==> src/rtl/multi_clip_controller.sv <==
// Multi-slot audio clip recorder/player driving a single-port sample memory.
// Optional build macro CLIP_LOOP_EN: playback loops the clip until stop_i.
module multi_clip_controller #(
  parameter int WORD_LENGTH = 16,
  parameter int NUM_CLIPS   = 4,
  parameter int CLIP_DEPTH  = 32768,
  localparam int CB = $clog2(NUM_CLIPS),
  localparam int AW = $clog2(CLIP_DEPTH)
) (
  input  logic                   clock_i,
  input  logic                   reset_i,
  input  logic                   play_i,
  input  logic                   record_i,
  input  logic                   stop_i,
  input  logic [CB-1:0]          clip_select_i,
  input  logic                   sample_tick_i,
  input  logic [WORD_LENGTH-1:0] mic_data_i,
  input  logic [WORD_LENGTH-1:0] mem_rdata_i,
  output logic                   mem_en_o,
  output logic                   mem_we_o,
  output logic [CB+AW-1:0]       mem_addr_o,
  output logic [WORD_LENGTH-1:0] mem_wdata_o,
  output logic [WORD_LENGTH-1:0] spk_data_o,
  output logic                   spk_valid_o,
  output logic                   recording_o,
  output logic                   playing_o,
  output logic [CB-1:0]          active_clip_o,
  output logic [NUM_CLIPS-1:0]   clip_valid_o,
  output logic                   done_o
);

  localparam logic [1:0] S_IDLE = 2'd0;
  localparam logic [1:0] S_REC  = 2'd1;
  localparam logic [1:0] S_PLAY = 2'd2;

`ifdef CLIP_LOOP_EN
  localparam bit LOOP = 1'b1;
`else
  localparam bit LOOP = 1'b0;
`endif

  logic [1:0]             state_q, state_d;
  logic [AW:0]            ptr_q, ptr_d;
  logic [CB-1:0]          clip_q, clip_d;
  logic [AW:0]            len_q [NUM_CLIPS];
  logic [AW:0]            len_d [NUM_CLIPS];
  logic [NUM_CLIPS-1:0]   valid_q, valid_d;
  logic                   done_q, done_d;
  logic                   rd_pend_q, rd_pend_d;
  logic                   last_pend_q, last_pend_d;
  logic                   spk_valid_q, spk_valid_d;
  logic [WORD_LENGTH-1:0] spk_data_q, spk_data_d;
  logic                   play_prev_q, rec_prev_q, armed_q;
  logic                   play_edge_s, rec_edge_s, mem_en_s, mem_we_s;
  logic [AW:0]            cur_len_s;

  // armed_q blocks the first post-reset cycle so a level held through reset never counts as an edge
  assign play_edge_s = armed_q & play_i & ~play_prev_q;
  assign rec_edge_s  = armed_q & record_i & ~rec_prev_q;
  assign cur_len_s   = len_q[clip_q];

  always_comb begin
    state_d     = state_q;
    ptr_d       = ptr_q;
    clip_d      = clip_q;
    len_d       = len_q;
    valid_d     = valid_q;
    rd_pend_d   = 1'b0;
    last_pend_d = 1'b0;
    mem_en_s    = 1'b0;
    mem_we_s    = 1'b0;
    spk_valid_d = rd_pend_q;
    done_d      = rd_pend_q & last_pend_q;
    if (rd_pend_q) begin
      spk_data_d = mem_rdata_i;
    end else if (state_q == S_IDLE) begin
      spk_data_d = '0;
    end else begin
      spk_data_d = spk_data_q;
    end

    case (state_q)
      S_IDLE: begin
        if (rec_edge_s) begin
          state_d = S_REC;
          clip_d  = clip_select_i;
          ptr_d   = '0;
        end else if (play_edge_s && valid_q[clip_select_i]) begin
          state_d = S_PLAY;
          clip_d  = clip_select_i;
          ptr_d   = '0;
        end else begin
          state_d = S_IDLE;
        end
      end
      S_REC: begin
        if (stop_i) begin
          len_d[clip_q]   = ptr_q;
          valid_d[clip_q] = (ptr_q != '0);
          done_d          = 1'b1;
          state_d         = S_IDLE;
          ptr_d           = '0;
        end else if (sample_tick_i) begin
          mem_en_s = 1'b1;
          mem_we_s = 1'b1;
          if (ptr_q == (AW+1)'(CLIP_DEPTH - 1)) begin
            len_d[clip_q]   = (AW+1)'(CLIP_DEPTH);
            valid_d[clip_q] = 1'b1;
            done_d          = 1'b1;
            state_d         = S_IDLE;
            ptr_d           = '0;
          end else begin
            ptr_d = ptr_q + (AW+1)'(1);
          end
        end else begin
          state_d = S_REC;
        end
      end
      S_PLAY: begin
        if (stop_i) begin
          done_d  = 1'b1;
          state_d = S_IDLE;
          ptr_d   = '0;
        end else begin
          // Without looping, ptr parks at the length after the last read so later ticks issue nothing
          if (sample_tick_i && (LOOP || (ptr_q != cur_len_s))) begin
            mem_en_s  = 1'b1;
            rd_pend_d = 1'b1;
            if (ptr_q == cur_len_s - (AW+1)'(1)) begin
              last_pend_d = 1'b1;
              ptr_d       = LOOP ? '0 : ptr_q + (AW+1)'(1);
            end else begin
              ptr_d = ptr_q + (AW+1)'(1);
            end
          end else begin
            ptr_d = ptr_q;
          end
          if (!LOOP && last_pend_q) begin
            state_d = S_IDLE;
            ptr_d   = '0;
          end else begin
            state_d = S_PLAY;
          end
        end
      end
      default: begin
        state_d = S_IDLE;
        ptr_d   = '0;
      end
    endcase
  end

  always_ff @(posedge clock_i) begin
    if (reset_i) begin
      state_q     <= S_IDLE;
      ptr_q       <= '0;
      clip_q      <= '0;
      valid_q     <= '0;
      done_q      <= 1'b0;
      rd_pend_q   <= 1'b0;
      last_pend_q <= 1'b0;
      spk_valid_q <= 1'b0;
      spk_data_q  <= '0;
      play_prev_q <= 1'b0;
      rec_prev_q  <= 1'b0;
      armed_q     <= 1'b0;
      for (int i = 0; i < NUM_CLIPS; i++) len_q[i] <= '0;
    end else begin
      state_q     <= state_d;
      ptr_q       <= ptr_d;
      clip_q      <= clip_d;
      len_q       <= len_d;
      valid_q     <= valid_d;
      done_q      <= done_d;
      rd_pend_q   <= rd_pend_d;
      last_pend_q <= last_pend_d;
      spk_valid_q <= spk_valid_d;
      spk_data_q  <= spk_data_d;
      play_prev_q <= play_i;
      rec_prev_q  <= record_i;
      armed_q     <= 1'b1;
    end
  end

  // Memory strobes are combinational so the access lands in the tick cycle itself
  assign mem_en_o      = mem_en_s & ~reset_i;
  assign mem_we_o      = mem_we_s & ~reset_i;
  assign mem_addr_o    = mem_en_o ? {clip_q, ptr_q[AW-1:0]} : '0;
  assign mem_wdata_o   = (mem_en_o && mem_we_o) ? mic_data_i : '0;
  assign spk_data_o    = spk_data_q;
  assign spk_valid_o   = spk_valid_q;
  assign recording_o   = (state_q == S_REC);
  assign playing_o     = (state_q == S_PLAY);
  assign active_clip_o = clip_q;
  assign clip_valid_o  = valid_q;
  assign done_o        = done_q;

endmodule

==> config.mk <==
export PLATFORM = sky130hd
export DESIGN_NAME = multi_clip_controller
export DESIGN_NICKNAME = d
export VERILOG_FILES = /design/src/rtl/multi_clip_controller.sv
export SDC_FILE = /design/constraint.sdc
export NUM_CORES = 1
export LEC_CHECK = 0
export ABC_AREA = 1
export CAP_MARGIN = 20
export CORE_MARGIN = 2
export CORE_UTILIZATION = 45
export CTS_BUF_LIST = sky130_fd_sc_hd__clkbuf_2
export CTS_CLUSTER_DIAMETER = 80
export DETAILED_ROUTE_END_ITERATION = 16
export DONT_BUFFER_PORTS = 1
export PLACE_DENSITY = 0.63
export RECOVER_POWER = 25
export SLEW_MARGIN = 20
export SYNTH_ARGS = -nofsm -noshare
export SYNTH_HDL_FRONTEND = slang
export SYNTH_SLANG_ARGS = --single-unit
==> constraint.sdc <==
create_clock -name clock_i -period 2.7 [get_ports clock_i]
set_clock_uncertainty 0.2 [all_clocks]
set_input_delay 0.405 -clock clock_i [delete_from_list [all_inputs] [get_ports clock_i]]
set_output_delay 0.405 -clock clock_i [all_outputs]
set_load 0.005 [all_outputs]
==> flow_metrics.env, run 1 <==
export IMPL_wire_per_inst_um=16.4
export IMPL_grt_usage=0.252
export IMPL_finalCriticalPeriod_ns=3.33
export IMPL_synth_seq_cells=111
export IMPL_regToRegSetupSlack_ns=0.07
export IMPL_fin_tns_setup_ns=-11.77
export IMPL_synth_edf_count=0
export IMPL_grt_pass1_wl_mm=29.3
export IMPL_dieArea_um2=14700
export IMPL_tritoncts="built"
export IMPL_drv_cap=0
export IMPL_cp_required_ns=2.10
export IMPL_reg2reg_depth=16
export IMPL_grt_ovfl_total=0
export IMPL_htreeDepth=3
export IMPL_final_antenna_net_count=0
export IMPL_arrival_ns=2.72
export IMPL_num_vias=6450
export IMPL_synth_warnings=0
export IMPL_io_pins=101
export IMPL_fp_dieW_um=121
export IMPL_ir_worst_vdd_mv=0.402
export IMPL_cp_startpoint="active_clip_o[0]"
export IMPL_port_buffers=0
export IMPL_slew_violations=0
export IMPL_end_kind="output pin"
export IMPL_async_flop_share=0
export IMPL_clockBufferDepth=2
export IMPL_synth_area_um2=6190
export IMPL_dp_cells=1101
export IMPL_worstSetupEndpoint="mem_addr_o[10]"
export IMPL_initial_core_util=0.464
export IMPL_cts_root_buf="clkbuf_2"
export IMPL_grt_pass1_vias=5871
export IMPL_drc=0
export IMPL_worst_slack_ns=-0.629
export IMPL_drtPass1Iterations=5
export IMPL_crit_fanout=9
export IMPL_synth_ff_type="dfxtp_1"
export IMPL_synthCells=943
export IMPL_drtIter0Drc=426
export IMPL_clock_latency_ns=0.68
export IMPL_cts_sinks=111
export IMPL_yosysUniqueCellTypes=37
export IMPL_period_share=1.23
export IMPL_syn_area_per_cell_um2=6.56
export IMPL_p_leak_nw=3.36
export IMPL_nNetsFinal=1041
export IMPL_timing_rr_end="len_q[39]"
export IMPL_regToRegStartpoint="ptr_q[1]"
export IMPL_crit_path_start_kind="flop"
export IMPL_clkTransAtPathRegs_ns=0.35
export IMPL_layout_cells_non_filler=1176
export IMPL_max_freq_mhz=300
export IMPL_status="finished with violations"
export IMPL_syn_num_nets=990
export IMPL_crit_type="reg2out"
export IMPL_rsz0062_at_grt="true"
export IMPL_dp_worst_setup_slack_ns=0.0349
export IMPL_wl_mm=19.3
export IMPL_violations="setup timing"
export IMPL_coreArea_um2=13300
export IMPL_yosysSeqAreaShare=0.359
export IMPL_hp_start="clip_select_i[1]"
export IMPL_worstMarginPinSlew_ns=0.569
export IMPL_maxSlewHeadroom=0.621
export IMPL_hpwl_mm=12.3
export IMPL_grt_max_degree=45
export IMPL_place_congestion=0.987
export IMPL_area_growth_pct=23.3
export IMPL_antenna_found_initial=1
export IMPL_drive_above_1_share=0.173
export IMPL_setup_viol=28
export IMPL_cts_buffers=9
export IMPL_dieHeight_um=121
export IMPL_fillers=1259
export IMPL_drt_vias_per_instance=5.48
export IMPL_hold_viol_final=0
export IMPL_hold_path_class="in2reg"
export IMPL_rows=42
export IMPL_power_density_nw_per_um2=439
## report_power, final
| part | total [W] | internal [W] | switching (W) |
|---|---|---|---|
| sequential | 0.00174 | 0.00170 | 0.0000493 |
| combinational | 0.000780 | 0.000289 | 0.000491 |
| clock | 0.000824 | 0.000165 | 0.000659 |
| total | 0.00335 | 0.00215 | 0.00120 |
## Yosys cell counts (all sizes together), types with 5 or more instances
master / number / area share
nor3: 14 / 0.014
dfxtp: 111 / 0.36
nand3: 56 / 0.046
a32o: 16 / 0.026
nand2: 282 / 0.17
xor2: 5 / 0.0071
a21oi: 102 / 0.083
buf: 33 / 0.039
o21ai: 85 / 0.069
nor2: 93 / 0.062
ha: 7 / 0.014
inv: 86 / 0.052
nand4: 8 / 0.0081
clkbuf: 20 / 0.012
## logic make-up (layout without fill, tap and decap cells)
family                     Yosys count  in the layout  synth area share
other                                0              1                 0
and+or+nand+nor                    458            461             0.311
adders and majority gates            7              7            0.0142
DFF                                111            111             0.359
AOI/OAI and AO/OA                  219            219             0.199
xor gates and xnor gates             8              8            0.0135
buffers and inverters              140            193             0.104
## layer usage
layer | share of wire | vias to the layer above | track usage
li1 | - | 3203 | -
met1 | 0.44 | 2982 | 0.310
met2 | 0.48 | 231 | 0.434
met3 | 0.061 | 34 | 0.0540
met4 | 0.021 | 0 | 0.0869
met5 | 0 | - | 0
## worst min path at each step
stage / to / slack [ns] / cells after the start
6_report: state_q[1] / 0.06 / 6
5_1_grt: state_q[1] / 0.04 / 6
4_1_cts: state_q[1] / 0.03 / 6
3_5_place_dp: len_q[1] / 0.24 / 2
3_3_place_gp: len_q[1] / 0.24 / 2
2_1_floorplan: len_q[49] / 0.22 / 2
## layout by cell type (no fill, tap or decap), types with 25 or more instances in the layout
cell type,n
nand3_1,55
dlygate4sd3_1,28
nand2_1,259
o21ai_0,77
nor2_1,66
a21oi_1,83
dfxtp_1,105
buf_4,38
nor2_4,25
inv_1,78
## what timing repair did
action / CTS / global route
resized for setup: 75 / 63
hold buffers: 31 / 1
gates cloned: 5 / 4
pin swaps: 6 / 16
setup endpoints to repair: 34 / 121
buffers inserted: 10 / 11
hold endpoints to repair: 98 / 2
## flip-flops by register name (all words and copies together), names as in the netlist
| signal | count |
|---|---|
| len_q | 64 |
| ptr_q | 16 |
| spk_data_o | 16 |
| clip_valid_o | 4 |
| active_clip_o | 2 |
| state_q | 2 |
| armed_q | 1 |
| done_o | 1 |
| last_pend_q | 1 |
| play_prev_q | 1 |
| rd_pend_q | 1 |
| rec_prev_q | 1 |
| spk_valid_o | 1 |
## layout make-up
cell class,instances,area [µm²],area share
Timing Repair Buffer,90,976,0.128
Sequential cell,111,2230,0.293
Antenna cell,1,2.50,0.000328
Clock buffer,9,45.0,0.00590
Tap cell,176,220,0.0289
Inverter,87,337,0.0441
Clock inverter,7,86.3,0.0113
Multi-Input combinational cell,695,3730,0.489
## worst max-delay path, stage by stage, from the launching register on
cell     delay (ns)
dfxtp_4        0.46
inv_6          0.11
buf_6          0.13
nand2_1        0.05
nand2_1        0.05
nand2_1        0.09
nand2_2        0.11
nand2_1        0.05
nand2_1        0.09
nor2_1         0.07
nand2_1        0.05
nor2_1         0.04
nand2_1        0.11
nand2_2        0.10
nor2_4         0.11
buf_6          0.16
nand2_8        0.08
a21oi_2        0.16
## stage by stage
| stage | area [µm²] | hold slack (ns) | power (W) | util |
|---|---|---|---|---|
| floorplan | 6190 | 0.224 | 0.00222 | - |
| global placement | 6460 | 0.239 | 0.00240 | 0.484 |
| finish | 7630 | 0.0614 | 0.00335 | 0.572 |
| CTS | 7300 | 0.0328 | 0.00331 | 0.547 |
| detailed placement | 6460 | 0.242 | 0.00241 | 0.484 |
| global route | 7630 | 0.0414 | 0.00352 | 0.572 |
No activity file was read; power rests on OpenSTA's default activity.
==> run 2, diff against run 1 <==
CTS_BUF_LIST = sky130_fd_sc_hd__clkbuf_4   (was sky130_fd_sc_hd__clkbuf_2)
SLEW_MARGIN = default   (was 20)
==> flow_metrics.env, run 2 (synthesis results as in run 1) <==
export IMPL_status="finished with violations"
export IMPL_violations="hold timing, setup timing"
export IMPL_end_kind="output pin"
export IMPL_initial_core_util=0.464
export IMPL_drtPass1Iterations=5
export IMPL_fin_util=0.576
export IMPL_hold_slack_ns=-0.00425
export IMPL_crit_fanout=6
export IMPL_num_vias=6434
export IMPL_slowest_delay_ns=0.48
export IMPL_maxSlewHeadroom=0.474
export IMPL_grt_pass1_wl_mm=29.0
export IMPL_final_antenna_net_count=0
export IMPL_clock_latency_ns=0.52
export IMPL_hold_path_class="in2reg"
export IMPL_cts_buffers=9
export IMPL_period_share=1.17
export IMPL_wire_per_inst_um=16.2
export IMPL_drc=0
export IMPL_largest_reg_flops=64
export IMPL_antenna_found_initial=1
export IMPL_dieHeight_um=121
export IMPL_coreArea_um2=13300
export IMPL_power_density_nw_per_um2=446
export IMPL_cts_sinks=111
export IMPL_grt_max_degree=45
export IMPL_crit_top_cell="nand2_1"
export IMPL_clkTransAtPathRegs_ns=0.20
export IMPL_drv_cap=0
export IMPL_place_congestion=0.987
export IMPL_cts_root_buf="clkbuf_4"
export IMPL_grt_pass1_vias=5806
export IMPL_regMostFlops="len_q"
export IMPL_drt_vias_per_instance=5.48
export IMPL_hold_viol_final=1
export IMPL_wl_mm=19.0
export IMPL_tritoncts="built"
export IMPL_hpwl_mm=12.3
export IMPL_drive_above_1_share=0.200
export IMPL_mostFrequentLayoutCells="nand2_1 (231), dfxtp_1 (106), a21oi_1 (83), inv_1 (79), o21ai_0 (76)"
export IMPL_final_common_cell="nand2_1"
export IMPL_cp_required_ns=2.10
export IMPL_cp_slowest_cell="dfxtp_4"
export IMPL_drtIter0Drc=403
export IMPL_area_growth_pct=24.2
export IMPL_grt_usage=0.250
export IMPL_io_pins=101
export IMPL_crit_type="reg2out"
export IMPL_htreeDepth=3
export IMPL_worstMarginPinSlew_ns=0.787
export IMPL_power_w=0.00343
export IMPL_crit_path_start_kind="flop"
export IMPL_fp_dieW_um=121
export IMPL_worst_slack_ns=-0.455
export IMPL_rows=42
export IMPL_ir_worst_vdd_mv=0.393
export IMPL_clockBufferDepth=2
export IMPL_grt_ovfl_total=0
export IMPL_p_leak_nw=3.35
export IMPL_arrival_ns=2.55
export IMPL_dieArea_um2=14700
export IMPL_finalCriticalPeriod_ns=3.15
export IMPL_slew_violations=0
export IMPL_setup_viol=18
export IMPL_max_freq_mhz=317
export IMPL_port_buffers=0
export IMPL_rsz0062_at_grt="true"
export IMPL_crit_chain="inv_8 -> buf_6 -> nand2_1 -> nand2_1 -> nand2_2 -> nand3_2 -> nand2_4 -> nor2_4 -> nand2_1 -> nor2_1 -> nand2_1 -> nand2_2 -> nor2_4 -> buf_12 -> nand2_8 -> a21oi_4"
export IMPL_nNetsFinal=1040
## run 2: changes by cell type in the layout (fill, tap and decap cells not counted), moves of 5 or more
cell and change:
nor2_4 -12, nor2_2 +10, nand2_1 -28, clkbuf_2 -10
nand2_2 +24, buf_4 +5, clkbuf_4 +9
## run 2: final timing paths
path,from,end,slack [ns],cells past startpoint
worst max register to register,ptr_q[1],state_q[0],0.09,14
worst min register to register,len_q[49],len_q[49],0.27,2
worst min-delay path,stop_i,len_q[15],-0.004,3
worst max-delay path,active_clip_o[0],mem_addr_o[0],-0.45,16
## run 2: final cells by class
type / instances / area (µm²)
Fill cell: 1282 / 5660
Clock inverter: 7 / 86.3
Clock buffer: 9 / 67.6
Antenna cell: 1 / 2.50
Multi-Input combinational cell: 695 / 3790
Sequential cell: 111 / 2230
Inverter: 87 / 337
Tap cell: 176 / 220
Timing Repair Buffer: 89 / 956
## run 2: per-layer routing
metal | global-route usage | part of all wire | vias up
met5 | 0 | 0 | -
met3 | 0.0512 | 0.069 | 25
met1 | 0.314 | 0.43 | 2957
li1 | - | - | 3214
met2 | 0.427 | 0.48 | 238
met4 | 0.0797 | 0.020 | 0
## run 2: through the flow
stage                     hold slack, ns  std cells  TNS (ns)  worst slack [ns]  cell area, µm²
after floorplan                    0.224        943         0             0.313            6190
after global placement             0.239       1101         0            0.0741            6460
after detailed placement           0.242       1101         0            0.0349            6460
after CTS                         0.0284       1160     -6.89            -0.397            7200
after global routing              0.0314       1175    -11.30            -0.640            7690
final                           -0.00425       1175     -7.33            -0.455            7690
## run 2: power breakdown
part / leakage [nW] / internal (W) / total (W) / switching [W]
Combinational: 2.37 / 0.000308 / 0.000809 / 0.000501
Clock: 0.0813 / 0.000227 / 0.000881 / 0.000654
Sequential: 0.901 / 0.00169 / 0.00174 / 0.0000496
## run 2: what timing repair did
item / CTS / global route
gates cloned: 5 / 3
hold endpoints to repair: 91 / 1
hold buffers: 28 / 1
pin swaps: 6 / 18
setup endpoints to repair: 34 / 52
buffers inserted: 10 / 12
resized for setup: 48 / 99
## run 2: critical path, delay by kind of cell, from the launching register on
kind                   cells  cell delay (ns)
buffers and inverters      3             0.35
AND/OR/NAND/NOR           12             1.05
flip-flops                 1             0.48
AO/OA/AOI/OAI              1             0.15
==> run 3, diff against run 2 <==
CORE_UTILIZATION = 55   (was 45)
PLACE_DENSITY = 0.73   (was 0.63)
==> flow_metrics.env, run 3 (synthesis results as in run 1) <==
export IMPL_crit_path_start_kind="flop"
export IMPL_path_delay_family="simple AND/OR/NAND/NOR gates"
export IMPL_multiInputGateArea_um2=3640
export IMPL_violations="capacitance limit, slew limit, setup timing"
export IMPL_place_congestion=1.07
export IMPL_initial_core_util=0.568
export IMPL_cts_root_buf="clkbuf_4"
export IMPL_worstMarginPinSlew_ns=1.86
export IMPL_fp_dieW_um=110
export IMPL_power_density_nw_per_um2=462
export IMPL_worst_path_stages=16
export IMPL_slowest_delay_ns=0.48
export IMPL_dieArea_um2=12100
export IMPL_cp_slowest_cell="dfxtp_4"
export IMPL_grt_max_degree=103
export IMPL_antenna_found_initial=0
export IMPL_seq_area_um2=2230
export IMPL_grt_pass1_wl_mm=27.0
export IMPL_dp_worst_setup_slack_ns=0.120
export IMPL_p_seq_frac=0.510
export IMPL_grt_ovfl_total=0
export IMPL_fin_tns_setup_ns=-6.91
export IMPL_crit_chain="clkbuf_16 -> nand2_1 -> nand2_1 -> nand2_1 -> nand2_1 -> nand2_1 -> nand2_1 -> nor2_2 -> nand2_1 -> nor2_1 -> nand2_1 -> nand2_2 -> nor2_4 -> buf_12 -> nand2_4 -> a21oi_2"
export IMPL_drt_vias_per_instance=5.68
export IMPL_maxSlewHeadroom=-0.239
export IMPL_htreeDepth=3
export IMPL_period_share=1.15
export IMPL_fillers=913
export IMPL_area_growth_pct=19.4
export IMPL_p_switching_w=0.00114
export IMPL_port_buffers=0
export IMPL_crit_fanout=10
export IMPL_hpwl_mm=11.5
export IMPL_cp_required_ns=2.10
export IMPL_dieHeight_um=110
export IMPL_ir_worst_vdd_mv=0.556
export IMPL_pwr_share_clk=0.266
export IMPL_drive_above_1_share=0.168
export IMPL_rows=38
export IMPL_arrival_ns=2.51
export IMPL_clockBufferDepth=2
export IMPL_end_kind="output pin"
export IMPL_crit_type="reg2out"
export IMPL_final_common_cell="nand2_1"
export IMPL_worst_slack_ns=-0.417
export IMPL_max_freq_mhz=321
export IMPL_drtPass1Iterations=5
export IMPL_reg2reg_depth=16
export IMPL_hold_path_class="in2reg"
export IMPL_wl_mm=18.4
export IMPL_min_path_cells=3
export IMPL_num_vias=6404
export IMPL_grt_pass1_vias=5593
export IMPL_mostFrequentLayoutCells="nand2_1 (248), dfxtp_1 (105), a21oi_1 (83), inv_1 (81), o21ai_0 (75)"
export IMPL_slew_violations=103
export IMPL_critPathBufInv=2
export IMPL_coreArea_um2=10900
export IMPL_drc=0
export IMPL_crit_top_cell="nand2_1"
export IMPL_p_int_w=0.00228
export IMPL_regMostFlops="len_q"
export IMPL_final_antenna_net_count=0
export IMPL_io_pins=101
export IMPL_setup_viol=18
export IMPL_largest_reg_flops=64
export IMPL_combPwrFrac=0.225
export IMPL_clkTransAtPathRegs_ns=0.18
export IMPL_clock_latency_ns=0.50
export IMPL_nNetsFinal=1029
export IMPL_cts_sinks=111
export IMPL_status="finished with violations"
export IMPL_wire_per_inst_um=16.3
export IMPL_finalCriticalPeriod_ns=3.12
export IMPL_hold_viol_final=0
export IMPL_switching_share=0.333
export IMPL_grt_usage=0.285
export IMPL_p_leak_nw=3.28
export IMPL_drv_cap=1
export IMPL_rsz0062_at_grt="true"
export IMPL_cts_buffers=9
export IMPL_tritoncts="built"
export IMPL_drtIter0Drc=595
export IMPL_n_antenna_cell=0
run 3: worst paths after layout:
check | startpoint | to | slack (ns)
worst max-delay path | active_clip_o[0] | mem_addr_o[14] | -0.42
worst max register to register | active_clip_o[0] | last_pend_q | 0.01
worst min-delay path | stop_i | len_q[47] | 0.01
worst min register to register | len_q[1] | len_q[1] | 0.27
run 3: routing by layer:
metal,global-route usage,wire (µm)
met1,0.354,7760
met2,0.469,8800
met3,0.0664,1200
met4,0.128,611
met5,0,0
run 3: cell type report:
type,instances,area share
Clock buffer,9,0.00914
Sequential cell,111,0.302
Inverter,87,0.0449
Tap cell,140,0.0237
Timing Repair Buffer,78,0.114
Clock inverter,7,0.0124
Multi-Input combinational cell,695,0.493
run 3: power by group through the flow:
stage	Combinational (W)	Clock (W)	Sequential (W)
finish	0.000767	0.000908	0.00174
global route	0.000843	0.000982	0.00175
CTS	0.000683	0.000913	0.00174
detailed placement	0.000618	0	0.00177
global placement	0.000616	0	0.00177
floorplan	0.000470	0	0.00175
run 3: what timing repair did:
item                                    4_1_cts  5_1_grt
pin swaps                                     2        9
resized for setup                            29       79
gates cloned                                  3        5
endpoints found under the hold margin        84        0
endpoints found under the setup margin       34       38
setup buffers                                 2       12
hold buffers                                 30        0
run 3: worst min-delay path, cell delays in order:
cell and delay, ns:
o21ai_0 0.09, a21oi_2 0.14, a211oi_1 0.05
run 3: through the flow:
step                       util  instances  instance area [µm²]  power, W  hold WS [ns]
after floorplan               -        943                 6190   0.00222         0.224
after CTS                 0.639       1112                 6960   0.00333        0.0216
after detailed placement  0.584       1061                 6360   0.00239         0.251
after global routing      0.679       1127                 7390   0.00357        0.0201
final                     0.679       1127                 7390   0.00341        0.0135
after global placement    0.584       1061                 6360   0.00238         0.246
